==> src/rtl/usb_tx_serializer.sv <==
// usb_tx_serializer: parallel-to-serial USB transmitter with bit
// stuffing, NRZI encoding and EOP generation driving D+/D- directly.
// Ports: clk, n_rst (async, active low); tx_data/tx_valid/tx_last and
// tx_ready form the word handshake; d_plus/d_minus are the bus lines;
// busy is high while a packet is in flight; underrun pulses for one
// cycle when a non-final word runs dry and the packet is aborted.
// Optional: define USB_TX_SYNC_GEN_EN to prefix each packet with SYNC.
module usb_tx_serializer #(
    parameter int DATA_WIDTH = 8,
    parameter int BIT_PERIOD = 8,
    parameter int STUFF_LEN  = 6
) (
    input  logic                  clk,
    input  logic                  n_rst,
    input  logic [DATA_WIDTH-1:0] tx_data,
    input  logic                  tx_valid,
    input  logic                  tx_last,
    output logic                  tx_ready,
    output logic                  d_plus,
    output logic                  d_minus,
    output logic                  busy,
    output logic                  underrun
);

    localparam int TW = $clog2(BIT_PERIOD);
    localparam int CW = $clog2(DATA_WIDTH);
    localparam int OW = $clog2(STUFF_LEN + 1);
`ifdef USB_TX_SYNC_GEN_EN
    localparam logic [DATA_WIDTH-1:0] SYNC =
        {1'b1, {(DATA_WIDTH-1){1'b0}}};
`endif

    typedef enum logic [2:0] {
        S_IDLE,
        S_SHIFT,
        S_STUFF,
        S_SE0,
        S_EOPJ
    } state_t;

    state_t                r_state, w_state;
    logic [TW-1:0]         r_tmr, w_tmr;
    logic [DATA_WIDTH-1:0] r_sr, w_sr;
    logic [DATA_WIDTH-1:0] r_ndata, w_ndata;
    logic [CW-1:0]         r_bits, w_bits;
    logic [OW-1:0]         r_ones, w_ones;
    logic                  r_last, w_last;
    logic                  r_nvalid, w_nvalid;
    logic                  r_nlast, w_nlast;
    logic                  r_line, w_line;
    logic                  r_se0, w_se0;
    logic                  r_half, w_half;
    logic                  r_urun, w_urun;

    logic                  w_bnd;
    logic                  w_acc;
    logic                  w_stuff;
    logic                  w_eow;
    logic                  w_load;
    logic [DATA_WIDTH-1:0] w_ld_data;
    logic                  w_ld_last;
    logic                  w_emit;
    logic                  w_bit;

    assign w_bnd   = (r_tmr == TW'(BIT_PERIOD - 1));
    assign w_acc   = tx_valid & tx_ready;
    assign w_stuff = (r_ones == OW'(STUFF_LEN));
    // r_bits counts data bits still to send after the one on the line
    assign w_eow   = (r_bits == '0);

    // State register (and the datapath that moves with it)
    always_ff @(posedge clk or negedge n_rst) begin
        if (!n_rst) begin
            r_state  <= S_IDLE;
            r_tmr    <= '0;
            r_sr     <= '0;
            r_ndata  <= '0;
            r_bits   <= '0;
            r_ones   <= '0;
            r_last   <= 1'b0;
            r_nvalid <= 1'b0;
            r_nlast  <= 1'b0;
            r_line   <= 1'b1;
            r_se0    <= 1'b0;
            r_half   <= 1'b0;
            r_urun   <= 1'b0;
        end else begin
            r_state  <= w_state;
            r_tmr    <= w_tmr;
            r_sr     <= w_sr;
            r_ndata  <= w_ndata;
            r_bits   <= w_bits;
            r_ones   <= w_ones;
            r_last   <= w_last;
            r_nvalid <= w_nvalid;
            r_nlast  <= w_nlast;
            r_line   <= w_line;
            r_se0    <= w_se0;
            r_half   <= w_half;
            r_urun   <= w_urun;
        end
    end

    // Next-state logic
    always_comb begin
        w_state   = r_state;
        w_tmr     = w_bnd ? '0 : r_tmr + TW'(1);
        w_sr      = r_sr;
        w_ndata   = r_ndata;
        w_bits    = r_bits;
        w_ones    = r_ones;
        w_last    = r_last;
        w_nvalid  = r_nvalid;
        w_nlast   = r_nlast;
        w_line    = r_line;
        w_se0     = r_se0;
        w_half    = r_half;
        w_urun    = 1'b0;
        w_load    = 1'b0;
        w_ld_data = r_ndata;
        w_ld_last = r_nlast;
        w_emit    = 1'b0;
        w_bit     = 1'b0;

        unique case (r_state)
            S_IDLE: begin
                w_tmr  = '0;
                w_line = 1'b1;
                w_se0  = 1'b0;
                if (w_acc) begin
                    w_state = S_SHIFT;
                    w_load  = 1'b1;
`ifdef USB_TX_SYNC_GEN_EN
                    // SYNC goes out first; the word waits in the buffer
                    w_ld_data = SYNC;
                    w_ld_last = 1'b0;
                    w_nvalid  = 1'b1;
                    w_ndata   = tx_data;
                    w_nlast   = tx_last;
`else
                    w_ld_data = tx_data;
                    w_ld_last = tx_last;
`endif
                end
            end
            S_SHIFT, S_STUFF: begin
                if (w_acc) begin
                    w_nvalid = 1'b1;
                    w_ndata  = tx_data;
                    w_nlast  = tx_last;
                end
                if (w_bnd) begin
                    if (w_stuff) begin
                        w_state = S_STUFF;
                        w_line  = ~r_line;
                        w_ones  = '0;
                    end else if (!w_eow) begin
                        w_state = S_SHIFT;
                        w_emit  = 1'b1;
                        w_bit   = r_sr[0];
                        w_sr    = r_sr >> 1;
                        w_bits  = r_bits - CW'(1);
                    end else if (r_nvalid || w_acc) begin
                        // a word accepted on this very edge is used directly
                        w_state   = S_SHIFT;
                        w_load    = 1'b1;
                        w_nvalid  = 1'b0;
                        w_ld_data = r_nvalid ? r_ndata : tx_data;
                        w_ld_last = r_nvalid ? r_nlast : tx_last;
                    end else begin
                        w_state = S_SE0;
                        w_se0   = 1'b1;
                        w_half  = 1'b0;
                        w_urun  = ~r_last;
                    end
                end
            end
            S_SE0: begin
                if (w_bnd) begin
                    if (r_half) begin
                        w_state = S_EOPJ;
                        w_se0   = 1'b0;
                        w_line  = 1'b1;
                    end else begin
                        w_half = 1'b1;
                    end
                end
            end
            S_EOPJ: begin
                if (w_bnd) begin
                    w_state = S_IDLE;
                    w_ones  = '0;
                end
            end
            default: begin
                w_state = S_IDLE;
            end
        endcase

        if (w_load) begin
            w_emit = 1'b1;
            w_bit  = w_ld_data[0];
            w_sr   = w_ld_data >> 1;
            w_bits = CW'(DATA_WIDTH - 1);
            w_last = w_ld_last;
        end

        // NRZI: a 1 holds the line, a 0 toggles it
        if (w_emit) begin
            if (w_bit) begin
                w_ones = r_ones + OW'(1);
            end else begin
                w_line = ~r_line;
                w_ones = '0;
            end
        end
    end

    // Output logic
    always_comb begin
        tx_ready = (r_state == S_IDLE) ||
                   ((r_state == S_SHIFT) && w_eow &&
                    !r_last && !r_nvalid);
        d_plus   = r_line & ~r_se0;
        d_minus  = ~r_line & ~r_se0;
        busy     = (r_state != S_IDLE);
        underrun = r_urun;
    end

endmodule

==> config.mk <==
export PLATFORM = sky130hd
export DESIGN_NAME = usb_tx_serializer
export DESIGN_NICKNAME = d
export VERILOG_FILES = /design/src/rtl/usb_tx_serializer.sv
export SDC_FILE = /design/constraint.sdc
export NUM_CORES = 1
export LEC_CHECK = 0
export ABC_AREA = 1
export BUFFER_PORTS_ARGS = -buffer_cell sky130_fd_sc_hd__buf_2
export CAP_MARGIN = 20
export CORE_UTILIZATION = 25
export CTS_BUF_LIST = sky130_fd_sc_hd__clkbuf_8 sky130_fd_sc_hd__clkbuf_16
export CTS_CLUSTER_SIZE = 14
export DETAILED_ROUTE_END_ITERATION = 8
export PLACE_DENSITY_LB_ADDON = 0.08
export SETUP_SLACK_MARGIN = 0.2
export SKIP_CTS_REPAIR_TIMING = 1
export SYNTH_ARGS = -nofsm -noshare
export SYNTH_HDL_FRONTEND = slang
export SYNTH_SLANG_ARGS = --single-unit
==> constraint.sdc <==
create_clock -name clk -period 3.2 [get_ports clk]
set_input_delay 0.32 -clock clk [delete_from_list [all_inputs] [get_ports clk]]
set_output_delay 0.32 -clock clk [all_outputs]
set_load 0.02 [all_outputs]
==> results of run 1 <==
==> registers in the layout, indices dropped and copies added (netlist names), 3 cells and up <==
register,cells
r_bits,3
r_ndata,8
r_ones,3
r_sr,7
r_state,3
r_tmr,3
==> cells by family (layout without fill, tap and decap cells) <==
family                   Yosys count  count (layout)  share of synthesized area
flip-flops                        34              34                      0.417
AO/OA/AOI/OAI                     65              65                      0.175
XOR/XNOR                           2               2                    0.00858
buffers and inverters             45              64                     0.0895
AND/OR/NAND/NOR                  110             110                      0.273
adder cells (fa/ha/maj)            6               6                     0.0368
==> Yosys cell counts <==
library cell / count
a21oi_1: 11
a22o_1: 1
a31oi_1: 1
buf_2: 2
buf_4: 1
buf_6: 1
clkbuf_1: 2
dfrtp_1: 33
dfstp_2: 1
ha_1: 6
inv_1: 27
inv_2: 12
nand2_1: 53
nand2_2: 4
nand2_4: 4
nand2_8: 2
nand3_1: 16
nand3_4: 1
nand4_1: 2
nor2_1: 19
nor2_2: 3
nor2_4: 2
nor3_1: 3
nor3_2: 1
o2111ai_1: 1
o211ai_1: 7
o21ai_0: 29
o21ai_1: 13
o21bai_1: 1
o221ai_1: 1
xnor2_1: 1
xor2_1: 1
==> how the worst max path moves through the flow <==
stage	slack, ps	to
6_report	1040	r_line
5_1_grt	840	r_line
4_1_cts	990	r_line
3_5_place_dp	1010	r_line
3_3_place_gp	990	r_line
2_1_floorplan	1460	r_sr[0]
==> stage by stage <==
step	worst slack (ps)	utilization	power [mW]	instances	area, µm²
after floorplan	1460	-	1.36	262	2040
after global placement	991	0.284	1.61	375	2220
after detailed placement	1010	0.284	1.60	375	2220
after CTS	988	0.299	1.99	383	2330
after global routing	837	0.299	2.13	383	2330
final	1040	0.299	1.95	383	2330
==> cell type report <==
class / instances / area (µm²)
clock buffers: 8 / 110
fillers: 881 / 5480
inverters: 39 / 146
multi-input cells: 183 / 1010
flip-flops and latches: 34 / 852
well taps: 102 / 128
repair buffers: 17 / 87.6
==> routing by layer <==
metal / wire length, µm / part of all wire / global-route usage
met2: 2430 / 0.49 / 0.221
met4: 50 / 0.010 / 0.0391
met5: 0 / 0 / 0
met1: 2320 / 0.46 / 0.164
met3: 193 / 0.039 / 0.0255
==> report_power, final <==
group / switching (mW) / total (mW) / internal, mW
logic: 0.580 / 0.883 / 0.303
clock network: 0.160 / 0.378 / 0.217
registers: 0.0983 / 0.688 / 0.590
total: 0.838 / 1.95 / 1.11
==> results.md, run 1 <==
- Global Route Usage Sum: 0.129
- Port Buf Inserts: 16
- I/O Pins: 17
- Total DRC errors in the routed layout: 0
- Cell family with most CP delay: simple AND/OR/NAND/NOR gates
- Initial antenna violation count: 0
- Via-to-Cell Ratio: 4.51
- WS Path Type: reg -> reg
- Syn Std Cell Area: 2040 µm²
- Area contributors post-synth: dfrtp_1, nand2_1, o21ai_0
- Commonest non-fill, non-tap cells in the layout: nand2_1, dfrtp_1, o21ai_0
- Critical Path Source Type: flip-flop
- RSZ-0062 raised after global routing: false
- TritonCTS clock tree: yes
- Global-route wire length before repair: 8470 µm
- Initial core utilization: 0.262
- R2r setup slk: 1040 ps
- Slowest stage delay, CP: 390 ps
- Top cell type's share of synthesized area: 0.404
- Routed vias: 1727
- Final setup viols: 0
- Max_slew headroom: 0.481
- Final period util: 0.675
- CP Data Required Time: 3430 ps
- Worst r2r src: r_state[1]
- Clk_skew: 3.43 ps
- Type of the worst min-delay path: in -> async
- Dpl hpwl: 3800 µm
- Root buf cell: clkbuf_8
- Hold Slack: 111 ps
- DR pass1 iterations: 4
- Hold Vio Cnt, Final: 0
- Most common cell after layout, fill and taps aside: nand2_1
- Synth Area per Inst: 7.79 µm²
- Crit Path Max Fanout: 15
- Power density over the cells: 836 nW/µm²
- First DRT Iteration DRCs: 59
- Row count: 32
- Yosys warns: 0
- Die Area: 8530 µm²
- Routed Wire Length: 4990 µm
- Slew Viols, Final: 0
- Netlist cell types: 32
- CTS max path bufs: 2
- Crit. Startpoint: r_state[1]
- Die X: 92.4 µm
- Antenna Cells: 0
- GP Congestion: 0.779
- Reg2reg end: r_line
- #FFs+latches synth: 34
- Setup TNS: 0 ps
- Maximum operating frequency: 463 MHz
- Final Critical Period: 2160 ps
- Nets: 298
- Overflow after GRT: 0
- Routed len/inst: 13.0 µm
- Register-to-Register Path Depth: 15
- Area growth syn-to-layout: 14.2%
- Core Area: 7810 µm²
- Leakage: 1.14 nW
- Layout cells sized above 1: 0.196
- Crit path DAT: 2390 ps
- H-tree Lvls: 2
- Largest net degree at the start of global routing: 35
- Worst Setup End Kind: flip-flop
- Worst-skew pair later-pin latency: 280 ps
- Clock transition at path regs: 70 ps
- Outcome: finished clean
- Worst vdd ir: 0.287 mV
- Leading area contributor after synthesis: dfrtp_1
- Post-synthesis instance total: 262
- Height of the die: 92.4 µm
- Critical-path cell list: inv_2 -> nand2_4 -> nor2_4 -> inv_2 -> nand2_8 -> nand2_8 -> nand2_4 -> nand2_2 -> nand2_4 -> inv_2 -> nand2_1 -> nand2_2 -> nand2_1 -> nand2_1 -> nand2_1
- Clk sinks: 34
- Slowest cell on crit path: dfrtp_1
- Syn nets: 280
- Critical Path Stages: 15
- Cts bufs inserted: 5
- Max Cap Violations: 0
- Antenna viol nets, final: 0
- Vias in the first global route: 1727
- Crit-path most repeated cell: nand2_1
- Seq/Total Area, Yosys: 0.417
- CP bufs+invs: 3
- Worst Tran Pin Value: 778 ps
(Power assumes the default switching activity.)
==> run 2: changes to the inputs <==
==> constraint.sdc (replaced) <==
create_clock -name clk -period 2 [get_ports clk]
set_input_delay 0.2 -clock clk [delete_from_list [all_inputs] [get_ports clk]]
set_output_delay 0.2 -clock clk [all_outputs]
set_load 0.02 [all_outputs]
==> run 2 against run 1 <==
  * The flow now finishes with violations (hold timing)
  * Largest cell class unchanged
  * Critical path type unchanged
  * Maximum frequency is 22% higher
  * Highest routed layer unchanged
  * Sequential power increased by 63%
  * Clock power increased by 32%
==> results.md, run 2 (synthesis gave the netlist of run 1 again) <==
- Outcome: complete, but fails checks
- Failing checks: hold timing
- TritonCTS clock tree: yes
- Maximum operating frequency: 565 MHz (+22%)
- First DRT Iteration DRCs: 63 (+6.8%)
- Largest net degree at the start of global routing: 35 (unchanged)
- Dpl hpwl: 3910 µm (+2.9%)
- Clock transition at path regs: 70 ps (about the same)
- Finished Cell Area: 2680 µm² (+15%)
- WS Path Type: reg -> reg
- Leakage: 1.29 nW (+13%)
- Row count: 32 (unchanged)
- Worst Tran Pin Value: 791 ps (+12.5 ps)
- Crit path DAT: 2000 ps (-390 ps)
- Initial antenna violation count: 0 (unchanged)
- Most common cell after layout, fill and taps aside: nand2_1
- Critical Path Source Type: flip-flop
- Critical-path cell list: inv_2 -> ha_4 -> nand2_4 -> nor2_4 -> nand2_4 -> nand2_8 -> buf_6 -> nand3_4 -> clkinv_4 -> buf_6 -> o21ai_1 -> a21oi_1 -> o21ai_1 -> inv_1
- Vias in the first global route: 1695 (-1.9%)
- Clk_skew: 7.65 ps (+4.21 ps)
- Largest register FFs: 8 (unchanged)
- Hold Vio Cnt, Final: 20 (+20)
- Layout cells sized above 1: 0.339 (+0.143)
- Dpl cell area: 2250 µm² (+1.4%)
- Port Buf Inserts: 16 (unchanged)
- Initial core utilization: 0.262 (unchanged)
- Biggest register: r_ndata
- Top flop regs: r_ndata: 8 flops, r_sr: 7 flops
- Worst r2r src: r_bits[1]
- Cts bufs inserted: 5 (unchanged)
- GP Congestion: 0.775 (-0.53%)
- Routed len/inst: 13.3 µm (+2.1%)
- Power density over the cells: 1260 nW/µm² (+51%)
- R2r setup slk: 230 ps (-810 ps)
- Routed vias: 1837 (+6.4%)
- I/O Pins: 17 (unchanged)
- Crit Path Max Fanout: 7 (-8)
- Slew Viols, Final: 0 (unchanged)
- Max_slew headroom: 0.473 (-0.00837)
- Hold Slack: -5.09 ps (-116 ps)
- H-tree Lvls: 2 (unchanged)
- Reg2reg end: r_sr[0]
- Slowest cell on crit path: dfrtp_1
- Final setup viols: 0 (unchanged)
- Worst vdd ir: 0.435 mV (+51%)
- Height of the die: 92.4 µm (unchanged)
- Antenna viol nets, final: 0 (unchanged)
- Global Route Usage Sum: 0.132 (+0.00281)
- Fill cell count: 854 (-3.1%)
- Overflow after GRT: 0 (unchanged)
- Root buf cell: clkbuf_8
- Commonest non-fill, non-tap cells in the layout: nand2_1, dfrtp_1, inv_1
- Nets: 322 (+8.1%)
- RSZ-0062 raised after global routing: true
- Fin cells: 406 (+6.0%)
- Core Area: 7810 µm² (unchanged)
- Global-route wire length before repair: 8640 µm (+2.0%)
- Final Critical Period: 1770 ps (-391 ps)
- Slowest stage delay, CP: 390 ps (about the same)
- Routed Wire Length: 5400 µm (+8.2%)
- Placed insts: 379 (+1.1%)
- CP Data Required Time: 2230 ps (-1200 ps)
- Die Area: 8530 µm² (unchanged)
- Area growth syn-to-layout: 31.1%
- Total DRC errors in the routed layout: 0 (unchanged)
- Final period util: 0.885 (+0.209)
- CTS max path bufs: 2 (unchanged)
- Die X: 92.4 µm (unchanged)
- Max Cap Violations: 0 (unchanged)
- DR pass1 iterations: 7 (+3)
- Via-to-Cell Ratio: 4.52 (+0.34%)
- Antenna Cells: 0 (unchanged)
- Type of the worst min-delay path: in -> async
- Worst-skew pair later-pin latency: 290 ps (about the same)
- Worst Setup End Kind: flip-flop
- Clk sinks: 34 (unchanged)
- Register-to-Register Path Depth: 14 (-1)
[run 2: changes by cell type in the layout (fill, tap and decap cells not counted), sizes merged]
| cell | before | now |
|---|---|---|
| inv | 39 | 38 |
| clkbuf | 8 | 5 |
| buf | 17 | 41 |
| clkinv | 0 | 3 |
[run 2: area by class of cell]
type,count,area [µm²],area share
Clock inverter,2,10.0,0.00374
Inverter,39,154,0.0575
Multi-Input combinational cell,183,1170,0.438
Clock buffer,5,68.8,0.0257
Sequential cell,34,852,0.318
Timing Repair Buffer,41,292,0.109
Tap cell,102,128,0.0477
[run 2: through the flow]
step / power (mW) / utilization / setup WS [ps] / TNS, ps
2_1_floorplan: 2.17 / - / 256 / 0
3_3_place_gp: 2.62 / 0.288 / 5.30 / 0
3_5_place_dp: 2.59 / 0.288 / -17.1 / -18.3
4_1_cts: 3.11 / 0.298 / -36.0 / -64.9
5_1_grt: 3.67 / 0.343 / 93.8 / 0
6_report: 3.37 / 0.343 / 231 / 0
[run 2: routing by layer]
metal | global-route usage | up-vias | wire, µm
li1 | - | 945 | -
met1 | 0.175 | 847 | 2550
met2 | 0.201 | 34 | 2540
met3 | 0.0312 | 11 | 200
met4 | 0.0638 | 0 | 107
met5 | 0 | - | 0
[run 2: where the power goes]
group	switching, mW	internal, mW	total (mW)	leakage, nW
combinational	1.06	0.693	1.75	0.830
sequential	0.173	0.944	1.12	0.413
clock	0.265	0.234	0.499	0.0438
[run 2: how the worst max path moves through the flow]
stage,from,slack [ps],cells after the start,to
final,r_bits[1],230,14,r_sr[0]
after global routing,r_bits[1],90,13,r_last
after CTS,r_bits[0],-40,15,r_line
after detailed placement,r_bits[0],-20,15,r_line
after global placement,r_bits[0],5,15,r_line
after floorplan,r_bits[0],260,14,r_sr[0]
[run 2: critical path, delay by kind of cell (launching register included)]
kind	cells	cell delay, ps
AND/OR/NAND/NOR	5	460
AO/OA/AOI/OAI	3	250
buffers and inverters	5	470
adder cells (fa/ha/maj)	1	150
flip-flops	1	390
